===== config.mk =====
export PLATFORM = sky130hd
export DESIGN_NAME = counter_core
export DESIGN_NICKNAME = d
export VERILOG_FILES = /design/src/rtl/counter_core.sv
export SDC_FILE = /design/constraint.sdc
export NUM_CORES = 1
export LEC_CHECK = 0
export CAP_MARGIN = 20
export CORE_ASPECT_RATIO = 1.25
export CORE_MARGIN = 2
export CORE_UTILIZATION = 30
export CTS_CLUSTER_SIZE = 10
export DETAILED_ROUTE_END_ITERATION = 12
export DONT_BUFFER_PORTS = 1
export PLACE_DENSITY = 0.44
export SLEW_MARGIN = 10
export SYNTH_ARGS = -nofsm -noshare
export SYNTH_HDL_FRONTEND = slang
export SYNTH_SLANG_ARGS = --single-unit

===== constraint.sdc =====
create_clock -name clk -period 4.2 [get_ports clk]
set_input_delay 0.42 -clock clk [delete_from_list [all_inputs] [get_ports clk]]
set_output_delay 0.42 -clock clk [all_outputs]
set_load 0.02 [all_outputs]

===== src/rtl/counter_core.sv =====
// counter_core: parametrised timer/counter with prescaler, up/down count, limit, parallel load
// and an IDLE/RUN/DONE control FSM. Define COUNTER_CMP_EN to build the registered compare-match output.
module counter_core #(
  parameter int WIDTH      = 8,
  parameter int PRESCALE_W = 8
) (
  input  logic                  clk,
  input  logic                  rst_n,
  input  logic                  en,
  input  logic                  start,
  input  logic                  stop,
  input  logic                  dir,
  input  logic [1:0]            mode,
  input  logic                  load,
  input  logic [WIDTH-1:0]      load_val,
  input  logic [WIDTH-1:0]      limit,
  input  logic [PRESCALE_W-1:0] prescale,
  input  logic [WIDTH-1:0]      cmp_val,
  output logic [WIDTH-1:0]      count,
  output logic                  tc,
  output logic                  busy,
  output logic                  done,
  output logic                  cmp_match
);

  typedef enum logic [1:0] {
    IDLE = 2'b00,
    RUN  = 2'b01,
    DONE = 2'b10
  } state_t;

  localparam logic [1:0]            MODE_ONESHOT = 2'b01;
  localparam logic [1:0]            MODE_RELOAD  = 2'b10;
  localparam logic [WIDTH-1:0]      CNT_ONE      = WIDTH'(1);
  localparam logic [PRESCALE_W-1:0] PRE_ONE      = PRESCALE_W'(1);

  state_t                state;
  state_t                state_nxt;
  logic [PRESCALE_W-1:0] pcnt;
  logic                  stop_acc;
  logic                  start_acc;
  logic                  tick;
  logic                  fire;
  logic                  terminal;
  logic [WIDTH-1:0]      count_step;
  logic [WIDTH-1:0]      count_wrap;

  // A tick is swallowed by a same-cycle load or stop, so neither count nor tc moves then.
  always_comb begin
    stop_acc   = stop && (state != IDLE);
    start_acc  = start && !stop && (state != RUN);
    tick       = busy && en && (pcnt == prescale);
    fire       = tick && !load && !stop_acc;
    terminal   = dir ? (count == '0) : (count == limit);
    count_step = dir ? (count - CNT_ONE) : (count + CNT_ONE);
    count_wrap = dir ? limit : '0;

    state_nxt = state;
    if (stop_acc) begin
      state_nxt = IDLE;
    end else if (start_acc) begin
      state_nxt = RUN;
    end else if (fire && terminal && (mode == MODE_ONESHOT)) begin
      state_nxt = DONE;
    end
  end

  always_ff @(posedge clk or negedge rst_n) begin
    if (!rst_n) begin
      state <= IDLE;
      busy  <= 1'b0;
      done  <= 1'b0;
      tc    <= 1'b0;
      pcnt  <= '0;
      count <= '0;
    end else begin
      state <= state_nxt;
      busy  <= (state_nxt == RUN);
      done  <= (state_nxt == DONE);
      tc    <= fire && terminal;

      if (load || start_acc || tick) begin
        pcnt <= '0;
      end else if (busy && en) begin
        pcnt <= pcnt + PRE_ONE;
      end

      // ONESHOT terminal deliberately leaves count at the terminal value.
      if (load) begin
        count <= load_val;
      end else if (fire) begin
        if (!terminal) begin
          count <= count_step;
        end else if (mode == MODE_RELOAD) begin
          count <= load_val;
        end else if (mode != MODE_ONESHOT) begin
          count <= count_wrap;
        end
      end
    end
  end

`ifdef COUNTER_CMP_EN
  always_ff @(posedge clk or negedge rst_n) begin
    if (!rst_n) begin
      cmp_match <= 1'b0;
    end else begin
      cmp_match <= (count == cmp_val);
    end
  end
`else
  logic unused_cmp_val;
  assign unused_cmp_val = ^cmp_val;
  assign cmp_match      = 1'b0;
`endif

endmodule


# After elaboration in Yosys (flattened, before gate mapping)
# Cells that the tools add are included.
# W data, S select, Z words.
totals:
  register_bits: 21
  inputBits: 41
  out_inout_bits: 12
  elab_cells: 50
classes:
  addsub: 3
  eq_ne: 9
  muxes: 13
  n_reduce_logical: 19
op_table:
  columns: ["operator", "count"]
  rows:
  - ["$mux W8", 9]
  - ["$add A8 B1 Y8 const B", 2]
  - ["$eq A8 B8 Y1", 2]
  - ["$logic_and A1 B1 Y1", 9]
  - ["$logic_not A8 Y1", 1]
  - ["$sub A8 B1 Y8 const B", 1]
  - ["$mux W2", 3]
  - ["$reduce_bool A2 Y1", 3]
  - ["$eq A2 B1 Y1 const B", 2]
  - ["$eq A2 B2 Y1 const B", 2]
  - ["$ne A2 B1 Y1 const B", 2]
  - ["$ne A4 B2 Y1 const B", 1]
  - ["$logic_not A1 Y1", 3]
  - ["$logic_or A1 B1 Y1", 2]
  - ["$reduce_and A2 Y1", 1]
  - ["$mux W1", 1]

# Longest topological paths before layout
# Gate-level depths: netlist (run 1).
depth:
  depth_word: 10
  ltp_mapped: 9
  depth_no_buf: 8

# Worst setup path after synthesis (run 1)
# OpenSTA, ideal clock, no wires.
synth_path:
  kind: "input to register"
  startpoint: "in dir"
  endpoint: "reg count[6]"
  setup_time_ns: 0.082
  t_arrival_ns: 1.946
  required_time_ns: 4.118
  setup_slack_ns: 2.172
  stages: 9
  n_path_buf: 1
  path_cell_list: "clkbuf_1 inv_1 fa_1 nor2b_1 o31a_1 o21a_1 nor3_1 nand3b_1 a31oi_1"
synth_via:
  elab_chain_len: 6
  elab_cells_between_ends: 10
  cone_classes: "eq/ne (1); mux (8); reduce/logical (1)"
synth_rtl:
  columns: ["item", "line", "source"]
  rows:
  - ["start: declaration", "12", "input logic dir,"]
  - ["$mux W8", "56", "count_wrap = dir ? limit : '0;"]
  - ["$mux W8", "96", "end else if (mode != MODE_ONESHOT) begin"]
  - ["$mux W8", "94", "end else if (mode == MODE_RELOAD) begin"]
  - ["$mux W8", "92", "if (!terminal) begin"]
  - ["$mux W8", "91", "end else if (fire) begin"]
  - ["$mux W8", "89", "if (load) begin"]
  - ["end signal: assignment", "90", "count <= load_val;"]
  - ["end signal: assignment", "93", "count <= count_step;"]
  - ["end signal: assignment", "95", "count <= load_val;"]
  - ["end: declaration", "19", "output logic [WIDTH-1:0] count,"]
# Parallel ways exist; a longest one is shown, timed or not. The select of a mux whose other input is x is not followed.
# A chain may end at the register's enable or synchronous reset.

# Final worst setup path (run 1)
layout_path:
  startpoint: "reg count[7]"
  endpoint: "reg count[6]"
layout_via:
  elab_chain_len: 5
  elab_cells_between_ends: 8
  cone_classes: "eq/ne (2); mux (4); reduce/logical (2)"
layout_rtl:
  columns: ["item", "line", "source"]
  rows:
  - ["$eq A8 B8 Y1 or $logic_not A8 Y1 (tied branches)", "54", "terminal = dir ? (count == '0) : (count == limit);"]
  - ["$mux W1 *", "54", null]
  - ["$mux W8", "92", null]
  - ["$mux W8", "91", null]
  - ["$mux W8", "89", null]
# Mark *: on every way between the ends. The rest lies on a longest branch, timed or not. The select of a mux whose other input is x is not followed.

==> metrics.txt, run 1 <==
WP buf/inv 0; outcome finished clean; vias in the first global route 1492; number of buffers added for setup after CTS 0; crit path capture type register; most frequent cells in the layout nor2_1, dfrtp_1, xor2_1; skew final 0.003486 ns; placed cell areas 0.001743 mm2; FP Rows 30; worst slack at placement 1.744 ns; antenna cells 0; hold path cells 1; I/O pins 53; share of post-route cells with drive strength above 1 4.663%; Routed WL per cell 17.03 um; core region area 0.005443 mm2; Vias 1412; Syn-to-layout area delta 6.208%; initial antenna violation count 0; placed insts 252; CTS Sinks 21; clk_lat worst skew 0.26 ns; Non-Filler Instances 257; mapped cell area 0.001693 mm2; die area 0.006264 mm2; Yosys warning total 0; total length of routed wires 4376 um; Die Ht 87.99 um; Slew Limit Fails 0; top cell type's share of synthesized area 31.04%; Setup CP Type register to register; Tmin final 2.458 ns; Num CTS Buffers 3; reg-to-reg slack, setup 1.74 ns; first-pass GRT wire length 7245 um; critical path data arrival time 2.63 ns; CTS tree built; post-layout util 33.03%; fmax 406.9 MHz; cell type with the largest total area after synthesis dfrtp_1; Port Buffer Count 0; Pwr Density 276.1 mW/mm2; Setup violations, final 0; PnR worst setup slack 1.742 ns; Initial Util 31.10%; Max VDD drop 0.1039 mV; DRC viols 0; Critical Path RT 4.38 ns; Max Buffers Root-to-Sink 2; final net count 243; die width 71.19 um; Hold Path End state[0]; Syn Nets 243; initial DRC count 65; unrepaired setup endpoints after global routing false; Tightest Pin Transition 0.9581 ns; largest net degree at the start of global routing 22; synthesized area per cell 8.726 um2; FILL cells 566; Cell Chain, Critical Path xor2_1 -> nor4_2 -> a31oi_2 -> o211ai_2 -> a31o_2 -> a31oi_1; Synth area leaders dfrtp_1, xor2_1, xnor2_1, ha_1, nor2_1; CTS Root Buffer Type clkbuf_8; worst rel slew slack 35.91%; crit-path max cell delay 0.73 ns; R2R depth 6; fin area 0.001798 mm2; total gr overflow 0; CP max FO 14; gpl congestion 0.9720; Worst Min Path Start stop; Routed Antenna Nets 0; Slowest-stage cell, CP a31oi_2; post-CTS sizing 0; worst min-delay path class input port to register; RR Endpoint count[6]; number of library cell types mapped by synthesis 44; commonest non-fill, non-tap cell in the layout nor2_1; H-tree levels 1; Post-Syn Instances 194; drt first pass iters 4; sequential share of the synthesized area 31.04%; gr usage total 14.65%; Tcrit/Tclk final 58.52%; clk slew on worst S/H paths 0.08 ns; Pleak 0.7720 nW; Fin. Hold Viols 0; r2r startpoint count[7]; via/cell ratio 5.494; Critical Path Source Type register; family with the most delay on the worst path compound AO/OA/AOI/OAI gates; FF+latch count, synth 21; TNS Setup 0 ns; Max Cap Viol 0; placed wire-length estimate 3461 um
-- cell usage after synthesis, drive strengths merged --
library cell	instances
or3	2
o22ai	1
and4	1
o21a	7
a2bb2oi	4
nand3b	1
dfrtp	21
a31oi	4
nor2b	3
nand4	4
and3	3
nor4	2
nor3	4
buf	2
nor2	23
o211ai	2
nand2b	4
xor2	17
ha	7
nand4b	2
o21bai	1
mux2i	6
conb	1
and2	2
a211o	1
fa	1
o21ai	8
a31o	1
a21o	2
nand3	3
a21oi	12
o22a	2
clkbuf	4
or2	1
nand2	15
xnor2	11
inv	6
a32oi	2
o31a	1
-- flip-flops by register name (all words and copies together), names as in the netlist --
register  flops
pcnt          8
count         8
state         2
tc            1
done          1
busy          1
-- final cells by class --
class / count / area (um2) / share of cell area, %
multi-input combinational: 161 / 1115 / 62.00
inverter: 6 / 22.52 / 1.253
sequential: 21 / 525.5 / 29.23
timing repair buffer: 1 / 10.01 / 0.5567
clock buffer: 4 / 45.04 / 2.505
tap: 64 / 80.08 / 4.454
-- through the flow --
step | hold slack [ns] | power (mW)
after detailed placement | 0.1252 | 0.3620
after CTS | 0.2135 | 0.5052
final | 0.2182 | 0.4964
after global routing | 0.2043 | 0.5284
after floorplan | 0.1244 | 0.3370
after global placement | 0.1255 | 0.3581
-- power breakdown --
part	leakage (nW)	internal [mW]	switching [mW]
Sequential	0.270	0.211	0.0257
Clock	0.0228	0.0675	0.0658
Combinational	0.479	0.0575	0.0690
Total	0.772	0.336	0.160
-- routing by layer --
layer	global-route usage [%]	up-vias	part of all wire, %
met3	2.762	6	6.0
met2	25.84	40	52
li1	-	686	-
met4	6.346	0	2.1
met5	0	-	0
met1	17.28	680	40
-- cells by family (layout without fill, tap and decap cells) --
family,count (synthesis),count (layout),synth area share [%]
xor gates and xnor gates,28,28,14.49
buffers and inverters,12,11,3.104
AOI/OAI and AO/OA,48,48,19.44
adders and majority gates,8,8,6.356
other,1,1,0.2215
and+or+nand+nor,70,70,21.80
DFF,21,21,31.04
muxes,6,6,3.548
-- worst max-delay path by stage --
stage                   from        to  slack, ns  cells past startpoint
global placement    count[5]  count[6]       1.78                      6
CTS                 count[5]  count[6]       1.73                      6
global route        count[5]  count[6]       1.52                      6
finish              count[7]  count[6]       1.74                      6
detailed placement  count[5]  count[6]       1.74                      6
floorplan                dir  count[6]       2.17                      9
-- worst reg2reg max path: cells and delay by family, from the launching register on --
family | cells | cell delay (ns)
AOI/OAI and AO/OA | 4 | 1.40
and+or+nand+nor | 1 | 0.09
DFF | 1 | 0.57
xor gates and xnor gates | 1 | 0.32
-- repair_timing --
item | in CTS | in global routing
endpoints found under the hold margin | 21 | 0
endpoints found under the setup margin | 0 | 0
hold buffers | 1 | 0
Note: power is estimated with default switching activity, not from simulation.
==> run 2, diff against run 1 <==
==> constraint.sdc (replaced) <==
create_clock -name clk -period 2.38 [get_ports clk]
set_input_delay 0.238 -clock clk [delete_from_list [all_inputs] [get_ports clk]]
set_output_delay 0.238 -clock clk [all_outputs]
set_load 0.02 [all_outputs]
==> run 2 against run 1 <==
  * Clock power rose by 77%
  * Critical path depth rose by 1
  * Via count rose by 0.99%
  * Sequential cell count did not move
  * Worst hold slack got worse by 0.18 ns
  * Register-to-register slack got worse by 1.4 ns
  * Critical path type unchanged
  * Highest routed layer unchanged
==> metrics.txt, run 2 (synthesis gave the netlist of run 1 again) <==
outcome finished clean; Critical Path RT 2.51 ns; I/O pins 53; Routed WL per cell 16.47 um; Tot Pwr 0.8954 mW; final net count 254; Hold Path End busy; CP max FO 5; initial antenna violation count 0; FP Rows 30; family with the most delay on the worst path compound AO/OA/AOI/OAI gates; Max VDD drop 0.2030 mV; WP buf/inv 0; Critical Path Source Type register; Worst Min Path Start stop; crit path capture type register; most frequent cells in the layout nor2_1, dfrtp_1, xor2_1; crit-path most repeated cell a21oi_1; Fin. Hold Viols 0; first-pass GRT wire length 7500 um; total gr overflow 0; DRC viols 0; commonest non-fill, non-tap cell in the layout nor2_1; post-CTS sizing 0; share of post-route cells with drive strength above 1 10.29%; largest net degree at the start of global routing 22; worst min-delay path class input port to register; total length of routed wires 4415 um; skew final 0.007653 ns; hold path cells 1; crit-path max cell delay 0.43 ns; clk_lat worst skew 0.26 ns; core region area 0.005443 mm2; initial DRC count 52; Non-Filler Instances 268; Port Buffer Count 0; Max Buffers Root-to-Sink 2; FILL cells 582; TNS Setup 0 ns; Routed Antenna Nets 0; Num CTS Buffers 3; gpl congestion 0.7904; via/cell ratio 5.321; die width 71.19 um; CTS Root Buffer Type clkbuf_8; unrepaired setup endpoints after global routing false; Tcrit/Tclk final 86.55%; RR Endpoint count[7]; Slew Limit Fails 0; placed wire-length estimate 3557 um; top flop regs count: 8 flops, pcnt: 8 flops, state: 2 flops; critical path data arrival time 2.19 ns; Cell Chain, Critical Path ha_1 -> a21o_1 -> a21oi_1 -> a21oi_1 -> or3_1 -> a31oi_1 -> o21ai_0; Vias 1426; CTS tree built; Die Ht 87.99 um; clk slew on worst S/H paths 0.08 ns; fmax 485.5 MHz; gr usage total 15.09%; placed insts 262; Pleak 0.8339 nW; R2R depth 7; worst rel slew slack 52.24%; CTS Sinks 21; reg-to-reg slack, setup 0.32 ns; H-tree levels 1; vias in the first global route 1555; Slowest-stage cell, CP dfrtp_1; Max Cap Viol 0; die area 0.006264 mm2; Setup violations, final 0; r2r startpoint count[3]; Tightest Pin Transition 0.7112 ns; Initial Util 31.10%; Setup CP Type register to register; Syn-to-layout area delta 12.34%; number of buffers added for setup after CTS 0; antenna cells 0; Tmin final 2.060 ns; Pwr Density 470.8 mW/mm2; drt first pass iters 4
## run 2: cell types whose count changed in the layout (fill, tap and decap cells not counted), sizes merged
cell,before,now
clkinv,0,1
clkbuf,4,3
buf,0,11
## run 2: through the flow
stage          area, um2  utilization, %  hold WS [ns]  worst slack, ns
2_1_floorplan       1693               -      -0.05759           0.4285
3_3_place_gp        1818           33.40      -0.05650           0.3464
3_5_place_dp        1818           33.40      -0.05658           0.3311
4_1_cts             1874           34.44       0.02731           0.3153
5_1_grt             1902           34.94       0.02047           0.1880
6_report            1902           34.94       0.03766           0.3201
## run 2: how the worst max path moves through the flow
stage / startpoint / endpoint / cells past startpoint / slack [ns]
after floorplan: count[3] / count[7] / 7 / 0.43
after global placement: count[3] / count[7] / 7 / 0.35
after detailed placement: count[3] / count[7] / 7 / 0.33
after CTS: count[3] / count[7] / 7 / 0.32
after global routing: count[3] / count[7] / 7 / 0.19
final: count[3] / count[7] / 7 / 0.32
## run 2: final cells by class
type / count / area, um2 / share of cell area, %
multi-input combinational: 161 / 1115 / 58.62
timing repair buffer: 12 / 112.6 / 5.921
tap: 64 / 80.08 / 4.211
sequential: 21 / 525.5 / 27.63
clock buffer: 3 / 41.29 / 2.171
inverter: 6 / 22.52 / 1.184
clock inverter: 1 / 5.005 / 0.2632
## run 2: metal layers
metal	routed length (um)	track usage (%)	vias to the layer above
li1	-	-	704
met1	1790	17.51	690
met2	2376	28.28	30
met3	219	2.301	2
met4	28	4.631	0
met5	0	0	-
## run 2: power breakdown
group	switching (mW)	leakage [nW]	internal (mW)
registers	0.0282	0.270	0.372
logic	0.138	0.538	0.120
clock network	0.120	0.0255	0.117
## run 2: repair_timing
action	4_1_cts	5_1_grt
endpoints found under the setup margin	0	0
hold buffers	1	0
endpoints found under the hold margin	21	0
==> run 3, diff against run 2 <==
--- a/config.mk
+++ b/config.mk
@@ -13,6 +13,7 @@
 export DETAILED_ROUTE_END_ITERATION = 12
 export DONT_BUFFER_PORTS = 1
 export PLACE_DENSITY = 0.44
+export SKIP_CTS_REPAIR_TIMING = 1
 export SLEW_MARGIN = 10
 export SYNTH_ARGS = -nofsm -noshare
 export SYNTH_HDL_FRONTEND = slang
==> constraint.sdc (replaced) <==
create_clock -name clk -period 2.38 [get_ports clk]
set_input_delay 0 -clock clk [delete_from_list [all_inputs] [get_ports clk]]
set_output_delay 0 -clock clk [all_outputs]
set_load 0.02 [all_outputs]
==> run 3 against run 2 <==
  * Die area is the same
  * Routed wire length grew 2.1%
  * Worst hold slack lost 0.013 ns
  * Largest power group unchanged
  * Clock-buffer cell count grew 1
  * Register-to-register slack lost 0.02 ns
  * Core utilization grew 1.9 points
  * Clock skew shrank 0.0061 ns
  * Setup slack lost 0.017 ns
  * Largest cell class unchanged
  * Clock power is essentially flat
  * Sequential cell count is the same
  * Highest routed layer unchanged
  * Non-clock buffer count grew 11
  * First-iteration DRC count shrank 48%
==> metrics.txt, run 3 (synthesis gave the netlist of run 1 again) <==
outcome finished clean; unrepaired setup endpoints after global routing false; initial DRC count 27; Worst Setup EP count[7]; gr usage total 14.71%; worst min-delay path class input port to register; Pleak 0.8724 nW; CTS Sinks 21; Pwr Density 455.2 mW/mm2; Max VDD drop 0.1803 mV; critical path data arrival time 2.21 ns; Critical Path RT 2.51 ns; Routed Antenna Nets 0; Max Buffers Root-to-Sink 2; WP buf/inv 0; Psw 0.2892 mW; H-tree levels 1; Num CTS Buffers 3; Vias 1443; Syn-to-layout area delta 18.33%; footprint of the multi-input gates 0.001115 mm2; commonest non-fill, non-tap cell in the layout nor2_1; register area 525.5 um2; initial antenna violation count 0; Port Buffer Count 0; Max Cap Viol 0; total length of routed wires 4507 um; final net count 265; most frequent cells in the layout nor2_1, dfrtp_1, xor2_1; Cell Chain, Critical Path ha_1 -> a21o_1 -> a21oi_1 -> a21oi_1 -> or3_1 -> a31oi_1 -> o21ai_0; combinational power share 30.1%; FP Rows 30; clock power share 25.9%; gpl congestion 0.7920; family with the most delay on the worst path compound AO/OA/AOI/OAI gates; sequential fraction of design power 44.0%; CP Depth 7; CTS Root Buffer Type clkbuf_8; top flop regs count: 8 flops, pcnt: 8 flops, state: 2 flops; RR Endpoint count[7]; Tightest Pin Transition 0.7010 ns; switch share 31.72%; crit-path max cell delay 0.44 ns; crit path capture type register; largest net degree at the start of global routing 22; FILL cells 552; core region area 0.005443 mm2; Slowest-stage cell, CP dfrtp_1; CP max FO 5; Critical Path Source Type register; Tmin final 2.077 ns; fmax 481.4 MHz; die width 71.19 um; DRC viols 0; Slew Limit Fails 0; Non-Filler Instances 279; antenna cells 0; Setup CP Type register to register; first-pass GRT wire length 7293 um; placed insts 262; total gr overflow 0; final hold slack 0.02486 ns; CTS tree built; R2R depth 7; via/cell ratio 5.172; Die Ht 87.99 um; Setup violations, final 0; Initial Util 31.10%; skew final 0.001559 ns; share of post-route cells with drive strength above 1 9.302%; crit-path most repeated cell a21oi_1; die area 0.006264 mm2; placed wire-length estimate 3548 um; worst rel slew slack 52.93%; Routed WL per cell 16.15 um; Setup crit start count[3]; drt first pass iters 4; Tcrit/Tclk final 87.28%; Fin. Hold Viols 0; clk slew on worst S/H paths 0.08 ns; TNS Setup 0 ns; clk_lat worst skew 0.26 ns; vias in the first global route 1471; r2r startpoint count[3]; Internal Power 0.6226 mW; reg-to-reg slack, setup 0.30 ns; I/O pins 53
[run 3: cell count changes in the layout (fill, tap and decap cells not counted)]
cell,before,now
clkbuf_1,0,1
clkinv_2,1,0
buf_16,1,0
buf_12,0,1
dlygate4sd3_1,1,12
[run 3: power groups by stage]
stage	clock network [mW]	logic [mW]	registers (mW)
global placement	0	0.241	0.408
detailed placement	0	0.245	0.409
global route	0.260	0.309	0.405
CTS	0.249	0.247	0.402
finish	0.236	0.274	0.401
floorplan	0	0.179	0.416
[run 3: how the worst min path moves through the flow]
stage | startpoint | end | cells after the start
floorplan | rst_n | busy | 0
CTS | rst_n | count[5] | 0
global placement | rst_n | done | 0
finish | load_val[6] | count[6] | 3
global route | load_val[6] | count[6] | 3
detailed placement | rst_n | done | 0
[run 3: area by class of cell]
| type | count | area share, % |
|---|---|---|
| clock buffer | 4 | 2.249 |
| inverter | 6 | 1.124 |
| multi-input combinational | 161 | 55.65 |
| sequential | 21 | 26.23 |
| tap | 64 | 3.998 |
| timing repair buffer | 23 | 10.74 |
[run 3: metal layers]
metal,part of all wire (%),vias to the layer above,global-route usage [%]
met4,1.3,0,5.146
met5,0,-,0
li1,-,727,-
met1,41,685,16.88
met3,4.0,5,2.532
met2,54,26,27.27
[run 3: tightest hold or removal path: stages]
cell and delay (ns):
nor2_1 0.08, a211o_1 0.10, a31oi_1 0.07
[run 3: per-stage QoR]
stage	area (um2)	setup WS [ns]	utilization, %	total power, mW
after floorplan	1693	0.4285	-	0.5947
after global placement	1818	0.3479	33.40	0.6489
after detailed placement	1818	0.3258	33.40	0.6535
after CTS	1863	0.3026	34.23	0.8972
after global routing	2003	0.1505	36.80	0.9733
final	2003	0.3026	36.80	0.9118
